File: config.mk
export PLATFORM = sky130hd
export DESIGN_NAME = tile_sched
export DESIGN_NICKNAME = d
export VERILOG_FILES = /design/src/rtl/tile_sched.sv
export SDC_FILE = /design/constraint.sdc
export NUM_CORES = 1
export LEC_CHECK = 0
export ABC_AREA = 0
export CORE_MARGIN = 8
export CORE_UTILIZATION = 25
export CTS_BUF_LIST = sky130_fd_sc_hd__clkbuf_16
export CTS_CLUSTER_SIZE = 28
export DETAILED_ROUTE_END_ITERATION = 7
export PLACE_DENSITY_LB_ADDON = 0.05
export REMOVE_ABC_BUFFERS = 1
export SYNTH_ARGS = -nofsm -noshare
export SYNTH_HDL_FRONTEND = slang
export SYNTH_SLANG_ARGS = --single-unit
File: constraint.sdc
create_clock -name clk -period 7.2 [get_ports clk]
set_clock_uncertainty 0.2 [all_clocks]
set_input_delay 1.44 -clock clk [delete_from_list [all_inputs] [get_ports clk]]
set_output_delay 1.44 -clock clk [all_outputs]
set_load 0.05 [all_outputs]
File: src/rtl/tile_sched.sv
// Tile scheduler: walks the n/k/d tile loop nest of one layer and streams one descriptor per tile.
// Latency: first descriptor valid the cycle after an accepted start, then one per cycle under ready.
// Backpressure: descriptor fields are held stable while desc_valid && !desc_ready; no internal buffering.
module tile_sched #(
  parameter int PIX_W = 16,
  parameter int CH_W  = 7
) (
  input  logic             clk,
  input  logic             rst,
  input  logic             start,
  input  logic [1:0]       layer_type,
  input  logic [CH_W-1:0]  in_C,
  input  logic [CH_W-1:0]  out_C,
  input  logic [CH_W-1:0]  tile_D,
  input  logic [CH_W-1:0]  tile_K,
  input  logic [31:0]      tile_n,
  input  logic [PIX_W-1:0] num_pix,
  output logic             desc_valid,
  input  logic             desc_ready,
  output logic [CH_W-1:0]  d_base,
  output logic [CH_W-1:0]  d_len,
  output logic [CH_W-1:0]  k_base,
  output logic [CH_W-1:0]  k_len,
  output logic [PIX_W-1:0] n_base,
  output logic [PIX_W-1:0] n_len,
  output logic             first_d,
  output logic             last_d,
  output logic             busy,
  output logic             done,
  output logic             err
);

  typedef enum logic [1:0] {S_IDLE, S_ISSUE, S_DONE} state_t;
  localparam logic [1:0] LT_DW = 2'd1;

  state_t state_q, state_d;

  // Layer configuration latched at start; inputs are ignored afterwards.
  logic             dw_q;
  logic [CH_W-1:0]  in_c_q, out_c_q, tile_d_q, tile_k_q;
  logic [PIX_W-1:0] n_step_q, num_pix_q;

  logic [CH_W-1:0]  d_base_q, d_base_d, k_base_q, k_base_d;
  logic [PIX_W-1:0] n_base_q, n_base_d;
  logic             err_q, err_d;

  logic             accept, cfg_bad;
  logic [PIX_W-1:0] n_step_new;
  logic [CH_W-1:0]  d_rem, k_rem, d_len_w, k_len_w;
  logic [PIX_W-1:0] n_rem, n_len_w;
  logic [CH_W:0]    d_nxt, k_nxt;
  logic [PIX_W:0]   n_nxt;
  logic             d_wrap, k_wrap, n_wrap;
  logic             issuing;

  assign accept  = (state_q == S_IDLE) && start;
  assign cfg_bad = (tile_n == 32'd0) || (tile_D == '0) || (tile_K == '0) ||
                   (in_C == '0) || (out_C == '0) || (num_pix == '0);
  // Compare at full 32 bits so a tile_n above 2^PIX_W is not mistaken for a small one.
  assign n_step_new = (tile_n < {{(32-PIX_W){1'b0}}, num_pix}) ? tile_n[PIX_W-1:0] : num_pix;

  // Ragged edge lengths: remaining extent clipped to the tile size.
  assign d_rem   = in_c_q - d_base_q;
  assign k_rem   = out_c_q - k_base_q;
  assign n_rem   = num_pix_q - n_base_q;
  assign d_len_w = (tile_d_q < d_rem) ? tile_d_q : d_rem;
  assign k_len_w = (tile_k_q < k_rem) ? tile_k_q : k_rem;
  assign n_len_w = (n_step_q < n_rem) ? n_step_q : n_rem;

  // One extra bit on the advance so base+step can never wrap past the limit.
  assign d_nxt  = {1'b0, d_base_q} + {1'b0, tile_d_q};
  assign k_nxt  = {1'b0, k_base_q} + {1'b0, tile_k_q};
  assign n_nxt  = {1'b0, n_base_q} + {1'b0, n_step_q};
  assign d_wrap = dw_q || (d_nxt >= {1'b0, in_c_q});
  assign k_wrap = k_nxt >= {1'b0, out_c_q};
  assign n_wrap = n_nxt >= {1'b0, num_pix_q};

  assign issuing    = (state_q == S_ISSUE);
  assign desc_valid = issuing;
  assign busy       = issuing;
  assign done       = (state_q == S_DONE);
  assign err        = err_q;
  assign n_base     = n_base_q;
  assign n_len      = n_len_w;
  assign k_base     = k_base_q;
  assign k_len      = k_len_w;
  // Depthwise layers have no d loop: the input slice follows the output slice.
  assign d_base     = dw_q ? k_base_q : d_base_q;
  assign d_len      = dw_q ? k_len_w : d_len_w;
  assign first_d    = issuing && (dw_q || (d_base_q == '0));
  assign last_d     = issuing && (dw_q || (({1'b0, d_base_q} + {1'b0, d_len_w}) == {1'b0, in_c_q}));

  // Latch the layer geometry on an accepted start.
  always_ff @(posedge clk) begin
    if (rst) begin
      dw_q      <= 1'b0;
      in_c_q    <= '0;
      out_c_q   <= '0;
      tile_d_q  <= '0;
      tile_k_q  <= '0;
      n_step_q  <= '0;
      num_pix_q <= '0;
    end else if (accept) begin
      dw_q      <= (layer_type == LT_DW);
      in_c_q    <= in_C;
      out_c_q   <= out_C;
      tile_d_q  <= tile_D;
      tile_k_q  <= tile_K;
      n_step_q  <= n_step_new;
      num_pix_q <= num_pix;
    end
  end

  // State, loop counters and sticky error register.
  always_ff @(posedge clk) begin
    if (rst) begin
      state_q  <= S_IDLE;
      d_base_q <= '0;
      k_base_q <= '0;
      n_base_q <= '0;
      err_q    <= 1'b0;
    end else begin
      state_q  <= state_d;
      d_base_q <= d_base_d;
      k_base_q <= k_base_d;
      n_base_q <= n_base_d;
      err_q    <= err_d;
    end
  end

  // Next state: d innermost, then k, then n; the last handshake ends the walk.
  always_comb begin
    state_d  = state_q;
    d_base_d = d_base_q;
    k_base_d = k_base_q;
    n_base_d = n_base_q;
    err_d    = err_q;
    unique case (state_q)
      S_IDLE: begin
        if (start) begin
          err_d    = cfg_bad;
          d_base_d = '0;
          k_base_d = '0;
          n_base_d = '0;
          state_d  = cfg_bad ? S_DONE : S_ISSUE;
        end
      end
      S_ISSUE: begin
        if (desc_ready) begin
          if (!d_wrap) begin
            d_base_d = d_nxt[CH_W-1:0];
          end else begin
            d_base_d = '0;
            if (!k_wrap) begin
              k_base_d = k_nxt[CH_W-1:0];
            end else begin
              k_base_d = '0;
              if (!n_wrap) begin
                n_base_d = n_nxt[PIX_W-1:0];
              end else begin
                n_base_d = '0;
                state_d  = S_DONE;
              end
            end
          end
        end
      end
      S_DONE:  state_d = S_IDLE;
      default: state_d = S_IDLE;
    endcase
  end

endmodule

# Word level (Yosys, flattened, before mapping)
# Cells that the tools add are included.
# classes
reduce_logical	25
muxes	27
n_div	0
n_eq_ne	9
shift	0
bitwise_logic	0
n_mul	0
n_addsub	7
n_lt_le_gt_ge	7
# ops
operator	count
two-way mux 16 bit	7
two-way mux 7 bit	10
zero test 7 bit	5
zero test 32 bit	1
< comparator 32 x 16 -> 1 bit	1
case mux 16 bit (2 select lines)	1
case mux 7 bit (2 select lines)	2
adder 7 x 7 -> 8 bit	3
adder 16 x 16 -> 17 bit	1
>= comparator 17 x 16 -> 1 bit	1
>= comparator 8 x 7 -> 1 bit	2
zero test 16 bit	1
< comparator 16 bit	1
subtractor 16 bit	1
< comparator 7 bit	2
subtractor 7 bit	2
two-way mux 2 bit	6
inequality test 2 bit (second input constant)	5
AND reduction 5 bit	2
equality test 8 x 7 -> 1 bit	1
logical OR 1 bit	8
equality test 2 x 1 -> 1 bit (second input constant)	2
case mux 2 bit (2 select lines)	1
AND reduction 4 bit	1
other kinds (6)	8
# totals
output_inout_bits	66
memories	0
ram_bits	0
latchBits	0
rom_bits	0
regBits	94
inputBits	82

# Depth between registers and ports, before layout
# logic_depth
depth_word	9
depth_mapped	24
ltp_nobuf	23

# Worst setup path after synthesis
# Ideal clock, no wire load.
# synth_timing
path_type	register -> output
from	register k_base_q[1], in the netlist k_base[1]
to	output port d_len[1]
t_arrival_ns	5.561
path_stages_with_launch	14
t_required_ns	5.560
slack_ns	-0.001
cell_sequence	dfxtp_1 > inv_1 > fa_1 > a21o_1 > a21oi_1 > o21bai_1 > a21oi_1 > xnor2_1 > inv_1 > ha_1 > a21oi_1 > clkbuf_1 > a211oi_1 > a2111oi_0
# synth_between
elab_chain_len	4
# synth_rtl
element	line	text
start: declaration	43	logic [CH_W-1:0] d_base_q, d_base_d, k_base_q, k_base_d;
start signal: assignment	125	k_base_q <= k_base_d;
subtractor 7 bit *	64	assign k_rem = out_c_q - k_base_q;
< comparator 7 bit	67	assign k_len_w = (tile_k_q < k_rem) ? tile_k_q : k_rem;
two-way mux 7 bit *	67	
two-way mux 7 bit *	89	assign d_len = dw_q ? k_len_w : d_len_w;
end: declaration	21	output logic [CH_W-1:0] d_len,
# Every way passes the cells marked *; elsewhere a longest branch is shown, timed or not.

# Worst setup path in the final report
# layout_timing
from	register in_c_q[0]
to	output port last_d
# layout_between
elab_chain_len	7
# layout_rtl
element	line	text
start: declaration	40	logic [CH_W-1:0] in_c_q, out_c_q, tile_d_q, tile_k_q;
start signal: assignment	105	in_c_q <= in_C;
subtractor 7 bit	63	assign d_rem = in_c_q - d_base_q;
< comparator 7 bit	66	assign d_len_w = (tile_d_q < d_rem) ? tile_d_q : d_rem;
two-way mux 7 bit	66	
adder 7 x 7 -> 8 bit	91	assign last_d = issuing && (dw_q || (({1'b0, d_base_q} + {1'b0, d_len_w}) == {1'b0, in_c_q}));
equality test 8 x 7 -> 1 bit *	91	
logical OR 1 bit *	91	
logical AND 1 bit *	91	
end: declaration	27	output logic last_d,
# Marks and branches as above.

==> results.ini <==
[floorplan]
io_pins=148
num_rows=68
die_x_um=203
die_y_um=203
die-area_um2=41200
initial_core_util=0.253
core_um2=34500

[finish]
stdcell_area_um2=11000
diodes=0
fin_util=0.317
area_growth_pct=25.3
fillers=3748
drive_gt1_frac=0.0616
seqCellArea_um2=1880
fin_cells=1705
multiInputGateArea_um2=6260
layout.nets=1471

[placement]
gp_congestion=0.800
placed_area_um2=10600
placed_cells=1689
dp_hpwl_um=27700
place_worst_setup_slack_ns=0.531
io_buffer_count=147

[sta]
setup_viol=0
worst_pin_slew_ns=1.05
fin_tns_setup_ns=0
slew_viol_final=0
grt_setup_unrepaired=no
setup_slack_ns=0.468
slew_headroom=0.301
layout_min_cycle_time_ns=6.73
max_freq_mhz=149
period_share=0.935
finalHoldViolations=0

[global_route]
grt_usage=0.166
grt_pass1_wl_um=52800
grt_pass1_vias=8429
grt_max_degree=82
overflow=0
antenna_found_initial=1

[synthesis]
yosysTopAreaCellShare=0.215
synth-seq-cells=94
yosysMostFrequentCell=ha_1
syn_avg_cell_area_um2=7.82
synth_common_cells=ha_1 (137), a21oi_1 (128), nand2_1 (123)
postSynthCellCount=1119
ys_async_sr_fraction=0
yosys.area.top_type=dfxtp_1
ys_seq_area_frac=0.215
yosys-top-cells-area=dfxtp_1 (22%), ha_1 (20%), a21oi_1 (7.3%), nand2_1 (5.3%), inv_1 (5.1%)
synth-main-ff-cell=dfxtp_1
synth_edf_count=0
synth_cell_types=69
ys_warn_count=0
synth_area_um2=8750

[min_path]
hp-class=flip-flop to flip-flop
hold_path_depth=2

[critical_path]
arrival_ns=5.09
worstSetupEndpointType=primary output
worst_path_max_delay_cell=fa_1
crit_family=compound AO/OA/AOI/OAI gates
critPathMaxStageDelay_ns=0.40
worstRegToRegCells=16
critPathBufInv=4
worstPathCellList=inv_1 > ha_1 > inv_1 > fa_1 > a21o_1 > a21oi_2 > o21bai_1 > a21oi_1 > xnor2_1 > inv_1 > ha_1 > a21o_2 > nor3_1 > a21oi_1 > ha_1 > fa_1 > a21o_1 > a21oi_2 > o21bai_1 > a21oi_1 > xnor2_1 > nand3_1 > o22ai_2 > buf_12
path_max_fanout=10
crit_cells=24
critPathLaunchType=flip-flop
crit_type=flip-flop to primary output
required_ns=5.56

[cts]
worstSkewPairLatency_ns=0.38
clockRootBuffer=clkbuf_16
cts_setup_buffers=0
ctsHtreeMaxLevel=3
cts.sinks=94
clkTransAtPathRegs_ns=0.07
cts_buffers=9
ctsHoldBuffers=0
cts_tree=built
cts_max_path_buffers=2

[detailed_routing]
drt-pass1-iter-count=5
drtIter0Drc=457
drc=0
antenna_left=0
vias=8388
viasPerCell=4.92
avgRoutedWirePerCell_um=20.1
wl_um=34300

[pwr]
power_density_nw_per_um2=253
p_leak_nw=4.53
peakVddDrop_mv=0.187

[status]
outcome=finished, final reports clean

[job]
maxCapViolations=0

## where the power goes
part | total (mW) | leakage (nW) | switching, mW | internal [mW]
registers | 0.628 | 0.769 | 0.0642 | 0.563
clock network | 0.502 | 0.151 | 0.237 | 0.265
logic | 1.65 | 3.61 | 1.05 | 0.594
total | 2.78 | 4.53 | 1.36 | 1.42
## final cells by class
type                            count  share of cell area
Clock buffer                        9              0.0205
Clock inverter                      7             0.00536
Inverter                          118              0.0404
Multi-Input combinational cell    864               0.571
Sequential cell                    94               0.172
Tap cell                          455              0.0519
Timing Repair Buffer              158               0.139
## flip-flops by register name (all words and copies together), names as in the netlist
signal,flops
n_base,16
n_step_q,16
num_pix_q,16
d_base_q,7
in_c_q,7
k_base,7
out_c_q,7
tile_d_q,7
tile_k_q,7
state_q,2
dw_q,1
err,1
## per-layer routing
layer  track usage  routed length, um  vias to the layer above
li1              -                  -                     4273
met1         0.241              17900                     3928
met2         0.253              14700                      165
met3        0.0314               1320                       22
met4        0.0280                340                        0
met5             0                  0                        -
## worst paths after layout
kind	startpoint	end	slack (ns)
worst max register to register	n_step_q[0]	n_base[0]	2.11
worst min-delay path	num_pix_q[14]	num_pix_q[14]	0.28
worst min register to register	num_pix_q[14]	num_pix_q[14]	0.28
worst max-delay path	in_c_q[0]	last_d	0.47
## cells by family (layout without fill, tap and decap cells)
| logic type | count (synthesis) | in the layout | synth area share |
|---|---|---|---|
| XOR/XNOR | 51 | 51 | 0.0511 |
| AND/OR/NAND/NOR | 318 | 318 | 0.176 |
| multiplexers | 12 | 12 | 0.0142 |
| buffers and inverters | 161 | 292 | 0.0727 |
| adder cells (fa/ha/maj) | 144 | 144 | 0.212 |
| flip-flops | 94 | 94 | 0.215 |
| AO/OA/AOI/OAI | 339 | 339 | 0.259 |
## repair_timing
action	CTS	global route
endpoints found under the setup margin	0	1
gates resized for setup	0	10
endpoints found under the hold margin	0	0
## placed cells by master (no fill, tap or decap), types with 8 or more instances in the layout
master / instances
clkbuf_16: 9
nor2b_1: 10
nand2b_1: 11
a22o_1: 15
buf_4: 27
o21a_1: 16
nor4_1: 24
nor2_1: 66
a21oi_1: 126
xor2_1: 16
clkdlybuf4s50_1: 129
ha_1: 137
a21o_1: 29
a211oi_1: 15
o221a_1: 10
xnor2_1: 35
inv_1: 121
nand2_1: 122
o21ai_0: 42
nand4_1: 17
nor3_1: 14
a22oi_1: 13
dfxtp_1: 93
mux2i_1: 9
o21bai_1: 8
nand3_1: 21
## stage by stage
| step | total power [mW] | hold slack (ns) |
|---|---|---|
| floorplan | 1.73 | 0.247 |
| global placement | 2.29 | 0.270 |
| detailed placement | 2.28 | 0.272 |
| CTS | 2.81 | 0.284 |
| global route | 2.98 | 0.311 |
| finish | 2.78 | 0.278 |
## worst register-to-register path, delay by kind of cell, from the launching register on
kind | cells | cell delay (ns)
xor gates and xnor gates | 1 | 0.17
and+or+nand+nor | 3 | 1.16
AOI/OAI and AO/OA | 9 | 2.22
DFF | 1 | 0.36
adders and majority gates | 3 | 0.94
(Power assumes the default switching activity.)
